==> config.mk <==
export PLATFORM = sky130hd
export DESIGN_NAME = uart_echo_tester
export DESIGN_NICKNAME = d
export VERILOG_FILES = /design/src/rtl/uart_echo_tester.sv
export SDC_FILE = /design/constraint.sdc
export NUM_CORES = 1
export LEC_CHECK = 0
export ABC_CLOCK_PERIOD_IN_PS = 2900
export CORE_MARGIN = 8
export CORE_UTILIZATION = 25
export DETAILED_ROUTE_END_ITERATION = 6
export PLACE_DENSITY_LB_ADDON = 0.15
export SYNTH_ARGS = -nofsm -noshare
export SYNTH_HDL_FRONTEND = slang
export SYNTH_SLANG_ARGS = --single-unit
export TNS_END_PERCENT = 30
==> constraint.sdc <==
create_clock -name clk -period 2.9 [get_ports clk]
set_input_delay 0.58 -clock clk [delete_from_list [all_inputs] [get_ports clk]]
set_output_delay 0.58 -clock clk [all_outputs]
set_load 0.005 [all_outputs]
==> src/rtl/uart_echo_tester.sv <==
// Host-side loopback initiator. It sends a deterministic byte sequence through a UART transmitter,
// compares each echo from the receiver, and reports pass/fail together with an error count.
module uart_echo_tester #(
    parameter int unsigned NUM_BYTES      = 16,
    parameter logic [7:0]  START_BYTE     = 8'h41,
    parameter logic [7:0]  STEP           = 8'h01,
    parameter int unsigned TIMEOUT_CYCLES = 50000
) (
    input  logic       clk,
    input  logic       rst_n,
    input  logic       start,
    output logic [7:0] tx_byte,
    output logic       tx_dv,
    input  logic       tx_ready,
    input  logic       rx_dv,
    input  logic [7:0] rx_byte,
    output logic       busy,
    output logic       done,
    output logic       pass,
    output logic [7:0] err_count,
    output logic [7:0] last_rx,
    output logic [1:0] state_out
);
    localparam int IDX_W = $clog2(NUM_BYTES + 1);
    localparam int TMR_W = $clog2(TIMEOUT_CYCLES + 1);
    localparam logic [IDX_W-1:0] LAST_IDX  = IDX_W'(NUM_BYTES - 1);
    localparam logic [TMR_W-1:0] LAST_TICK = TMR_W'(TIMEOUT_CYCLES - 1);

    typedef enum logic [1:0] {
        IDLE      = 2'b00,
        SEND      = 2'b01,
        WAIT_ECHO = 2'b10,
        DONE      = 2'b11
    } state_t;

    state_t           state_q, state_d;
    logic [IDX_W-1:0] index_q, index_d;
    logic [TMR_W-1:0] timer_q, timer_d;
    logic [7:0]       cur_byte_q, cur_byte_d;
    logic [7:0]       tx_byte_d, err_d, last_rx_d;
    logic             tx_dv_d;
    logic             advance, bump_err;

    // NOTE: sequential state is updated only with non-blocking assignments so every register
    // samples the pre-edge values of the others, independent of statement order.
    always_ff @(posedge clk or negedge rst_n) begin
        if (!rst_n) begin
            state_q    <= IDLE;
            index_q    <= '0;
            timer_q    <= '0;
            cur_byte_q <= '0;
            tx_byte    <= '0;
            tx_dv      <= 1'b0;
            err_count  <= '0;
            last_rx    <= '0;
        end else begin
            state_q    <= state_d;
            index_q    <= index_d;
            timer_q    <= timer_d;
            cur_byte_q <= cur_byte_d;
            tx_byte    <= tx_byte_d;
            tx_dv      <= tx_dv_d;
            err_count  <= err_d;
            last_rx    <= last_rx_d;
        end
    end

    always_comb begin
        // NOTE: every signal written here gets its hold value first, so no path can infer a latch.
        state_d    = state_q;
        index_d    = index_q;
        timer_d    = timer_q;
        cur_byte_d = cur_byte_q;
        tx_byte_d  = tx_byte;
        tx_dv_d    = 1'b0;
        err_d      = err_count;
        last_rx_d  = last_rx;
        advance    = 1'b0;
        bump_err   = 1'b0;

        case (state_q)
            IDLE, DONE: begin
                if (start) begin
                    err_d      = '0;
                    index_d    = '0;
                    cur_byte_d = START_BYTE;
                    state_d    = SEND;
                end
            end
            SEND: begin
                if (tx_ready) begin
                    tx_dv_d   = 1'b1;
                    tx_byte_d = cur_byte_q;
                    timer_d   = '0;
                    state_d   = WAIT_ECHO;
                end
            end
            WAIT_ECHO: begin
                timer_d = timer_q + TMR_W'(1);
                // An echo landing in the timeout cycle still counts as a received byte.
                if (rx_dv) begin
                    last_rx_d = rx_byte;
                    bump_err  = (rx_byte != cur_byte_q);
                    advance   = 1'b1;
                end else if (timer_q == LAST_TICK) begin
                    bump_err = 1'b1;
                    advance  = 1'b1;
                end
            end
            default: ;
        endcase

        if (bump_err && err_count != 8'hFF) begin
            err_d = err_count + 8'd1;
        end

        if (advance) begin
            if (index_q == LAST_IDX) begin
                state_d = DONE;
            end else begin
                index_d    = index_q + IDX_W'(1);
                cur_byte_d = cur_byte_q + STEP;
                state_d    = SEND;
            end
        end
    end

    assign busy      = (state_q == SEND) || (state_q == WAIT_ECHO);
    assign done      = (state_q == DONE);
    assign pass      = (state_q == DONE) && (err_count == 8'd0);
    assign state_out = state_q;

endmodule

==> impl_results.md, run 1 <==
- Vias in the first global route: 2209
- Syn avg cell area: 10.6 sq um
- Final nets: 346
- R2R depth: 6
- First DRT Iteration DRCs: 75
- Sequential-to-total area share from yosys stat: 48.2%
- Max Transition Viols Final: 0
- Antenna violations before repair: 0
- Status: complete, no violations
- Total Wirelength: 7000 um
- Cell Area, Synth: 2910 sq um
- Antenna-violating nets left: 0
- Setup violators final: 0
- Pleak: 1.58 nW
- Most frequent cells in the layout: dfrtp_1 (56), clkdlybuf4s50_1 (41), nand2_1 (31), nor2_1 (19), xnor2_1 (18)
- Top FF cell, synth: dfrtp_1
- Period utilisation layout: 90.7%
- Final Skew: 0.0104 ns
- Row count: 39
- Cell variety after synth: 42
- WL/cell: 14.9 um
- Mapped Nets: 297
- CP max-delay cell: or4_1
- Die ar.: 15300 sq um
- ANT cells: 0
- DRC viols: 0
- Register Area: 1400 sq um
- MaxCap Viol Count: 0
- Htree depth: 2
- Peak supply drop: 0.258 mV
- Buf/Inv on CP: 1
- Root Buffer: clkbuf_16
- Crit-path max FO: 7
- Vias: 2151
- TritonRoute pass-1 iters: 4
- CTS sink count: 56
- PwrDens: 705 nW/um^2
- Yosys top cell by area: dfrtp_1
- Worst setup EP type: output pin
- Total congestion overflow: 0
- Worst setup path class: reg2out
- Final Hold Viols: 0
- CP delay by family, top: simple AND/OR/NAND/NOR gates
- Vias per cell: 4.60
- Design area: 3670 sq um
- CTS hold repair buffers: 0
- Tmin final: 2.63 ns
- Slew @ Worst Pin: 0.536 ns
- GRT Util Overall: 9.77%
- Top-Level Pins: 43
- Leading cell type in the layout, fill and taps excluded: dfrtp_1
- Arr. time, crit path: 2.05 ns
- RSZ-0062 raised after global routing: no
- Fmax: 380 MHz
- Rel. slew slack: 64.3%
- Multi-input gate area: 1430 sq um
- Placed Area: 3520 sq um
- Largest net degree at the start of global routing: 24
- First-pass GRT wire length: 11800 um
- Setup TNS Final: 0 ns
- Reg-to-reg startpoint: state_out[0]$_DFFE_PN0P_
- Yosys top cell area share: 48.2%
- Clock transition at path regs: 0.08 ns
- CTS resizes: 0
- Port-buffer cells: 42
- Die span in y: 124 um
- Synth async-reset ratio: 100%
- RD Place Congestion: 0.715
- EDFF count, synth: 0
- Top post-synthesis cells by area: dfrtp_1 (48%), mux2_2 (6.6%), xnor2_1 (5.4%)
- CP required: 2.32 ns
- Crit-path cells: or4_1, nor4_1, clkdlybuf4s50_1
- Starting density of the core: 25.6%
- Yosys Warn Count: 0
- Reg2reg end: err_count[0]$_DFFE_PN0P_
- TritonCTS buffer count: 5
- Min-Delay Path Class: in2async
- Yosys reg bits: 56
- Clock tree from TritonCTS: yes
- Peak per-stage delay on the critical path: 0.56 ns
- Area growth, synth to finish: 26.3%
- Mapped Cells: 275
- Insertion delay to the later sink of the worst-skew pair: 0.30 ns
- CP startpoint kind: flip-flop
- Fillers: 1180
- Post-CTS Setup Inserts: 0
- Detailed placement HPWL: 5050 um
- Core area: 11400 sq um
- Die extent in x: 124 um
- Layout cells sized above 1: 12.0%
- FF-to-FF setup slack: 0.62 ns
- Worst-case clock buffer depth: 2
[where the power goes]
part | leakage [nW] | switching [mW] | total [mW] | internal, mW
clock network | 0.0742 | 0.297 | 0.622 | 0.325
registers | 0.741 | 0.129 | 1.05 | 0.925
logic | 0.760 | 0.414 | 0.913 | 0.499
[stage by stage]
step	utilization (%)	worst slack, ns	hold slack [ns]	power (mW)	cells
floorplan	-	0.803	0.284	1.52	275
global placement	31.0	0.601	0.483	2.01	460
detailed placement	31.0	0.561	0.491	2.01	460
CTS	32.3	0.240	0.279	2.64	468
global route	32.3	0.146	0.305	2.77	468
finish	32.3	0.270	0.258	2.59	468
[kinds of logic (layout without fill, tap and decap cells)]
group	after synthesis	in the layout	share of synthesized area (%)
mux	26	26	9.69
flops	56	56	48.2
xor+xnor	27	27	8.14
compound gates	34	34	9.48
buf+inv	18	68	2.45
fa+ha+maj	9	9	3.88
simple gates	105	105	18.1
[routing by layer]
layer  share of wire [%]  track usage [%]  wire length (um)
met1                  50             13.2              3490
met2                  46             15.1              3200
met3                 3.7             2.63               258
met4                0.71             2.48                50
met5                   0                0                 0
[worst max path at each step]
| stage | startpoint | endpoint | slack (ns) | depth (start not counted) |
|---|---|---|---|---|
| after floorplan | state_out[0]$_DFFE_PN0P_ | err_count[6]$_DFFE_PN0P_ | 0.80 | 8 |
| after global placement | rx_byte[4] | err_count[1]$_DFFE_PN0P_ | 0.60 | 7 |
| after detailed placement | rx_byte[4] | err_count[1]$_DFFE_PN0P_ | 0.56 | 7 |
| after CTS | err_count[4]$_DFFE_PN0P_ | pass | 0.24 | 3 |
| after global routing | err_count[4]$_DFFE_PN0P_ | pass | 0.15 | 3 |
| final | err_count[4]$_DFFE_PN0P_ | pass | 0.27 | 3 |
[final cells by class]
type	instances	area share, %
clock inverter	3	0.614
clock buffer	5	3.41
inverter	11	1.13
tap	143	4.88
timing repair buffer	49	12.8
sequential	56	38.2
multi-input combinational	201	39.0
[Yosys cell counts, drive strengths merged, types with 2 or more instances]
cell     instances
clkbuf           6
nor2b            2
dfrtp           56
or3              4
and4             2
mux2            17
nor3             4
inv             11
nand4            4
o2bb2ai          3
nor2            20
xor2             9
nand3           16
ha               9
o21ai           13
nor4             5
o31ai            2
and2             3
mux2i            9
and3             6
nand2           31
a221o            4
nor3b            3
a21oi            4
xnor2           18
[sequential cells by signal (all words and copies together), names as in the netlist]
register,count
state_out,2
timer_q,16
cur_byte_q,8
last_rx,8
tx_dv,1
err_count,8
index_q,5
tx_byte,8
[worst register-to-register path, cell delays in order (launching register included)]
cell,delay [ns]
dfrtp_1,0.43
inv_1,0.09
ha_1,0.31
nand4_1,0.25
o31a_4,0.42
a311oi_4,0.47
mux2i_1,0.24
Power figures use the tool's default switching activity.
==> run 2: changes to the inputs <==
--- a/config.mk
+++ b/config.mk
@@ -5,7 +5,6 @@
 export SDC_FILE = /design/constraint.sdc
 export NUM_CORES = 1
 export LEC_CHECK = 0
-export ABC_CLOCK_PERIOD_IN_PS = 2900
 export CORE_MARGIN = 8
 export CORE_UTILIZATION = 25
 export DETAILED_ROUTE_END_ITERATION = 6
==> results of run 2 <==
No change in the layout: final DEF, timing and power equal those of run 1.
